`config.mk`:
```
export PLATFORM = sky130hd
export DESIGN_NAME = led_dimmer_multi
export DESIGN_NICKNAME = d
export VERILOG_FILES = /design/src/rtl/led_dimmer_multi.sv
export SDC_FILE = /design/constraint.sdc
export NUM_CORES = 1
export LEC_CHECK = 0
export CAP_MARGIN = 20
export CORE_MARGIN = 10
export CORE_UTILIZATION = 60
export CTS_BUF_LIST = sky130_fd_sc_hd__clkbuf_16
export CTS_CLUSTER_DIAMETER = 60
export DETAILED_ROUTE_END_ITERATION = 6
export PLACE_DENSITY = 0.74
export SYNTH_ARGS = -nofsm -noshare
export SYNTH_HDL_FRONTEND = slang
export SYNTH_SLANG_ARGS = --single-unit
```
`constraint.sdc`:
```
create_clock -name clk -period 8.2 [get_ports clk]
set_input_delay 1.23 -clock clk [delete_from_list [all_inputs] [get_ports clk]]
set_output_delay 1.23 -clock clk [all_outputs]
set_load 0.02 [all_outputs]
```
`src/rtl/led_dimmer_multi.sv`:
```
// Multi-channel LED dimmer: per-channel brightness levels stepped by button pulses,
// a linear fade of each channel's duty toward its level target, and glitch-free PWM.
module led_dimmer_multi #(
   parameter  int CHANNELS = 3,
   parameter  int PWM_BITS = 7,
   parameter  int LEVELS   = 4,
   parameter  int WRAP     = 1,
   parameter  int PRESCALE = 1,
   parameter  int RAMP_DIV = 4,
   localparam int SEL_W    = (CHANNELS > 1) ? $clog2(CHANNELS) : 1,
   localparam int LVL_W    = $clog2(LEVELS)
) (
   input  logic                clk,
   input  logic                reset_p,
   input  logic                btn_up,
   input  logic                btn_down,
   input  logic                all_off,
   input  logic [SEL_W-1:0]    ch_sel,
   output logic [CHANNELS-1:0] pwm_out,
   output logic [LVL_W-1:0]    level_o,
   output logic                busy
);

   localparam logic [PWM_BITS-1:0] MAXD    = {PWM_BITS{1'b1}};
   localparam logic [LVL_W-1:0]    TOP_LVL = LVL_W'(LEVELS - 1);
   localparam int                  PS_W    = (PRESCALE > 1) ? $clog2(PRESCALE) : 1;
   localparam int                  RD_W    = (RAMP_DIV > 1) ? $clog2(RAMP_DIV) : 1;
   localparam logic [PS_W-1:0]     PS_LAST = PS_W'(PRESCALE - 1);
   localparam logic [RD_W-1:0]     RD_LAST = RD_W'(RAMP_DIV - 1);

   function automatic logic [LEVELS*PWM_BITS-1:0] build_targets();
      logic [LEVELS*PWM_BITS-1:0] tbl;
      tbl = '0;
      for (int l = 0; l < LEVELS; l++) begin
         tbl[l*PWM_BITS +: PWM_BITS] = PWM_BITS'((l * int'(MAXD)) / (LEVELS - 1));
      end
      return tbl;
   endfunction

   // Level-to-duty lookup, fixed at elaboration so no divider is built.
   localparam logic [LEVELS*PWM_BITS-1:0] TARGETS = build_targets();

   logic [LVL_W-1:0]    level_r     [CHANNELS];
   logic [LVL_W-1:0]    level_nxt_s [CHANNELS];
   logic [PWM_BITS-1:0] target_s    [CHANNELS];
   logic [PWM_BITS-1:0] cur_r       [CHANNELS];
   logic [PWM_BITS-1:0] applied_r   [CHANNELS];
   logic [PWM_BITS-1:0] pwm_cnt_r;
   logic [PS_W-1:0]     ps_cnt_r;
   logic [RD_W-1:0]     ramp_cnt_r;
   logic [CHANNELS-1:0] pwm_r;
   logic                busy_r;
   logic                ramp_tick_s;
   logic                cnt_step_s;
   logic                period_wrap_s;
   logic                busy_s;
   logic [LVL_W-1:0]    level_sel_s;

   // Next level per channel: all_off wins, opposing pulses cancel, bad ch_sel matches nothing.
   always_comb begin
      for (int i = 0; i < CHANNELS; i++) begin
         level_nxt_s[i] = level_r[i];
         if (all_off) begin
            level_nxt_s[i] = '0;
         end else if ((btn_up != btn_down) && (ch_sel == SEL_W'(i))) begin
            if (btn_up) begin
               if (level_r[i] != TOP_LVL) begin
                  level_nxt_s[i] = level_r[i] + LVL_W'(1'b1);
               end else if (WRAP != 0) begin
                  level_nxt_s[i] = '0;
               end else begin
                  level_nxt_s[i] = TOP_LVL;
               end
            end else begin
               if (level_r[i] != '0) begin
                  level_nxt_s[i] = level_r[i] - LVL_W'(1'b1);
               end else if (WRAP != 0) begin
                  level_nxt_s[i] = TOP_LVL;
               end else begin
                  level_nxt_s[i] = '0;
               end
            end
         end else begin
            level_nxt_s[i] = level_r[i];
         end
      end
   end

   // Timebase strobes, per-channel targets, busy term and the selected-level read.
   always_comb begin
      ramp_tick_s   = (ramp_cnt_r == RD_LAST);
      cnt_step_s    = (ps_cnt_r == PS_LAST);
      period_wrap_s = cnt_step_s && (pwm_cnt_r == MAXD);
      busy_s        = 1'b0;
      level_sel_s   = '0;
      for (int i = 0; i < CHANNELS; i++) begin
         target_s[i] = TARGETS[int'(level_r[i]) * PWM_BITS +: PWM_BITS];
         busy_s      = busy_s | (cur_r[i] != target_s[i]);
         level_sel_s = level_sel_s | ((ch_sel == SEL_W'(i)) ? level_r[i] : '0);
      end
   end

   // Shared timebase: ramp divider, PWM prescaler and free-running PWM counter.
   always_ff @(posedge clk or posedge reset_p) begin
      if (reset_p) begin
         ramp_cnt_r <= '0;
         ps_cnt_r   <= '0;
         pwm_cnt_r  <= '0;
      end else begin
         ramp_cnt_r <= ramp_tick_s ? '0 : ramp_cnt_r + RD_W'(1'b1);
         ps_cnt_r   <= cnt_step_s ? '0 : ps_cnt_r + PS_W'(1'b1);
         if (cnt_step_s) begin
            pwm_cnt_r <= pwm_cnt_r + PWM_BITS'(1'b1);
         end
      end
   end

   // Per-channel level, 1-LSB fade toward target, and duty latched only at the period boundary.
   always_ff @(posedge clk or posedge reset_p) begin
      if (reset_p) begin
         for (int i = 0; i < CHANNELS; i++) begin
            level_r[i]   <= '0;
            cur_r[i]     <= '0;
            applied_r[i] <= '0;
         end
      end else begin
         for (int i = 0; i < CHANNELS; i++) begin
            level_r[i] <= level_nxt_s[i];
            if (ramp_tick_s && (cur_r[i] < target_s[i])) begin
               cur_r[i] <= cur_r[i] + PWM_BITS'(1'b1);
            end else if (ramp_tick_s && (cur_r[i] > target_s[i])) begin
               cur_r[i] <= cur_r[i] - PWM_BITS'(1'b1);
            end
            if (period_wrap_s) begin
               applied_r[i] <= cur_r[i];
            end
         end
      end
   end

   // Registered compare; full scale is forced solid high so it never drops at cnt == MAXD.
   always_ff @(posedge clk or posedge reset_p) begin
      if (reset_p) begin
         pwm_r  <= '0;
         busy_r <= 1'b0;
      end else begin
         for (int i = 0; i < CHANNELS; i++) begin
            pwm_r[i] <= (applied_r[i] == MAXD) ? 1'b1 : (pwm_cnt_r < applied_r[i]);
         end
         busy_r <= busy_s;
      end
   end

   assign pwm_out = pwm_r;
   assign busy    = busy_r;
   assign level_o = level_sel_s;

endmodule

```
==> reports/summary.txt <==
==================================================================================
Number of placed I/O pins                                                       13
Global-route wire length before repair                                    14050 um
Hold Path Stages                                                                 1
Most used cell along the critical path                                sky130_fd_sc_hd__clkdlybuf4s50_1
Combined flip-flop and latch cell area                                0.001526 mm^2
Path depth of the worst reg2reg path                                            11
Die X-Extent                                                              103.1 um
Most instantiated flip-flop cell in the synthesis netlist             sky130_fd_sc_hd__dfrtp_1
Most area-consuming cells after synthesis                             sky130_fd_sc_hd__dfrtp_1 (37%), sky130_fd_sc_hd__ha_1 (20%), sky130_fd_sc_hd__mux2_1 (9.0%)
Top cells by instance count after synthesis                           sky130_fd_sc_hd__ha_1 (65), sky130_fd_sc_hd__dfrtp_1 (61), sky130_fd_sc_hd__inv_1 (36)
Floorplan row count                                                             30
Die height                                                                103.1 um
Count of unique library cells instantiated by Yosys                             41
Post-synth EDFFs                                                                 0
Relative max-transition margin                                              35.49%
Period utilisation layout                                                   49.66%
Area of the multi-input gates                                         0.002454 mm^2
Floorplan die area                                                    0.01063 mm^2
Worst voltage drop across the vdd grid                                    187.0 uV
Leading cell type by number of instances after synthesis              sky130_fd_sc_hd__ha_1
Net count after synthesis                                                      470
Average instance area after synthesis                                   10.48 um^2
Aggregate global routing overflow                                                0
Max clock buf depth                                                              2
CTS tree                                                                      done
HPWL reported at the end of detailed placement                             5881 um
Root Buffer Master                                                    sky130_fd_sc_hd__clkbuf_16
Yosys warning total                                                              0
Synthesized-area fraction occupied by adder cells                           21.09%
Hold bufs inserted after CTS                                                     0
Ant. Diodes                                                                      0
WL per Instance                                                           16.21 um
Max Freq                                                                 245.6 MHz
Final weighted congestion of routability-driven global placement            0.8407
Max Transition Viols Final                                                       0
Biggest area consumer among synthesized cells                         sky130_fd_sc_hd__dfrtp_1
Total negative slack for setup checks                                         0 ns
Gate Count Post-Synth                                                          395
CTS Buf Count                                                                    9
Asr flop ratio synth                                                        100.0%
Placed cell count                                                              483
Post-route antenna net violation count                                           0
Synthesis-stage register bit count                                              61
Maximum level of the CTS H-tree                                                  3
Post-detailed-route via-to-cell ratio                                        5.916
Total Routing Usage GR                                                      16.87%
Highest fanout seen on the critical path                                         7
CP endpoint kind                                                       output port
Overall power                                                             1.330 mW
Setup skew after layout                                                0.002607 ns
Number of endpoints failing setup at the final stage                             0
Part of the Yosys area used for sequential elements                         36.86%
Ordered cell list for the critical path                               clkdlybuf4s50_1 -> inv_2 -> nor2_1 -> nand2_1 -> o21ai_0 -> clkdlybuf4s50_1
Critical path type                                                       in -> out
Leakage power summed over all cells                                       2.129 nW
Synth Area in Compound Gates                                                11.09%
Share of final-layout standard cells stronger than drive strength 1         5.012%
Slew of the pin with the lowest slew margin                              0.9653 ns
Clock insertion delay at the later pin of the skew report                  0.33 ns
Number of buffers inserted to repair setup after CTS                             0
Result of the run                                                     finished, final reports clean
Max-cap violations                                                               0
Max incr delay on CP                                                       0.64 ns
Count of input and output buffers                                               12
Area share of the leading cell type in the synthesized netlist              36.86%
Share of cell area taken by muxes after synthesis                           10.42%
Data required time at the worst endpoint                                   6.97 ns
Net count of the finished layout                                               489
Initial Util                                                                61.30%
Final routed DRC violation total                                                 0
Data arrival time of the critical path                                     2.84 ns
Final number of hold-violating endpoints                                         0
Synthesis-to-finish area growth                                             12.93%
Number of global-route vias before repair                                     3059
Setup repair after global routing missed its margin                             no
Largest net degree at the start of global routing                               62
Number of standard cells in the final layout excluding fillers                 499
Minimum clock period                                                      4.072 ns
Area of the placeable core                                            0.006756 mm^2
Crit-path slowest cell                                                sky130_fd_sc_hd__clkdlybuf4s50_1
Total vias in the final route                                                 2952
Category of the worst setup path launch point                           input port
FILL cells                                                                     516
Power per cell area                                                   284.4 mW/mm^2
CTS resizes                                                                      0
Number of optimization iterations in the first detailed-route pass               4
Detailed router's first-iteration violation count                               73
Classification of the worst-slack hold path                             reg -> reg
Clock transition at path regs                                              0.05 ns
Main combinational cell family by area after synthesis                 adder cells
Xor and xnor area share after synthesis                                     5.287%
Post-Syn Area                                                         0.004141 mm^2
Number of sinks driven by the clock tree                                        61
Simple-gate share of the synthesized area                                   11.36%
Detailed Route WL                                                          8089 um
Number of antenna violations at the first check in global routing                0
==================================================================================
registers in the layout, indices dropped and copies added, names as in the netlist:
| signal | cells |
|---|---|
| cur_r | 21 |
| busy | 1 |
| pwm_out | 3 |
| applied_r | 21 |
| level_r | 6 |
| pwm_cnt_r | 7 |
| ramp_cnt_r | 2 |
cell usage in the layout, fill, tap and decap left out, types with 4 or more instances in the layout:
cell,count
sky130_fd_sc_hd__o21ai_0,12
sky130_fd_sc_hd__clkdlybuf4s50_1,12
sky130_fd_sc_hd__nand4_1,6
sky130_fd_sc_hd__ha_1,65
sky130_fd_sc_hd__xnor2_1,14
sky130_fd_sc_hd__mux2_1,33
sky130_fd_sc_hd__xor2_1,11
sky130_fd_sc_hd__a211oi_1,4
sky130_fd_sc_hd__nand2_1,24
sky130_fd_sc_hd__dfrtp_1,61
sky130_fd_sc_hd__o21ai_1,4
sky130_fd_sc_hd__clkbuf_16,9
sky130_fd_sc_hd__nand3_1,17
sky130_fd_sc_hd__nor2_1,19
sky130_fd_sc_hd__a21o_1,6
sky130_fd_sc_hd__o211ai_1,6
sky130_fd_sc_hd__inv_1,36
sky130_fd_sc_hd__nor2b_1,5
sky130_fd_sc_hd__mux2i_1,6
sky130_fd_sc_hd__a21oi_1,19
logic make-up after synthesis:
logic type | count (synthesis)
xor+xnor | 25
buf+inv | 42
flops | 61
mux | 39
fa+ha+maj | 68
simple gates | 90
compound gates | 70
layout make-up:
cell class                 instances  share of cell area (%)
inverter                          37                   2.969
clock buffer                       9                   4.815
timing repair buffer              13                   2.729
clock inverter                     7                   2.247
multi-input combinational        292                   52.46
tap                               80                   2.140
sequential                        61                   32.64
power by group:
part | internal [mW] | total [mW] | switching [mW]
logic | 0.222 | 0.469 | 0.248
clock network | 0.292 | 0.424 | 0.132
registers | 0.356 | 0.437 | 0.0806
routing by layer:
| layer | track usage (%) | wire length (um) | part of all wire (%) | vias to the layer above |
|---|---|---|---|---|
| li1 | - | - | - | 1455 |
| met1 | 19.42 | 3706 | 46 | 1429 |
| met2 | 28.86 | 3917 | 48 | 46 |
| met3 | 3.820 | 229 | 2.8 | 22 |
| met4 | 8.235 | 235 | 2.9 | 0 |
| met5 | 0 | 0 | 0 | - |
final timing paths:
path	startpoint	end	slack, ns
max	ch_sel[1]	level_o[0]	4.13
max reg2reg	level_r[5]	cur_r[20]	4.62
min	ramp_cnt_r[0]	ramp_cnt_r[0]	0.44
min in group asynchronous	reset_p	cur_r[4]	1.43
max in group asynchronous	reset_p	applied_r[14]	6.26
min reg2reg	ramp_cnt_r[0]	ramp_cnt_r[0]	0.44
worst max-delay path, delay by kind of cell:
| kind | cells | cell delay (ns) |
|---|---|---|
| buffers and inverters | 3 | 1.30 |
| AND/OR/NAND/NOR | 2 | 0.25 |
| AO/OA/AOI/OAI | 1 | 0.07 |
stage by stage:
| stage | area (um^2) | utilization, % | setup slack, ns | hold WS (ns) |
|---|---|---|---|---|
| CTS | 4677 | 69.22 | 4.132 | 0.4295 |
| floorplan | 4141 | - | 4.888 | 0.4031 |
| finish | 4677 | 69.22 | 4.128 | 0.4361 |
| global placement | 4347 | 64.33 | 4.217 | 0.4170 |
| global route | 4677 | 69.22 | 4.070 | 0.4358 |
| detailed placement | 4347 | 64.33 | 4.158 | 0.4185 |
Power figures use the tool's default switching activity.
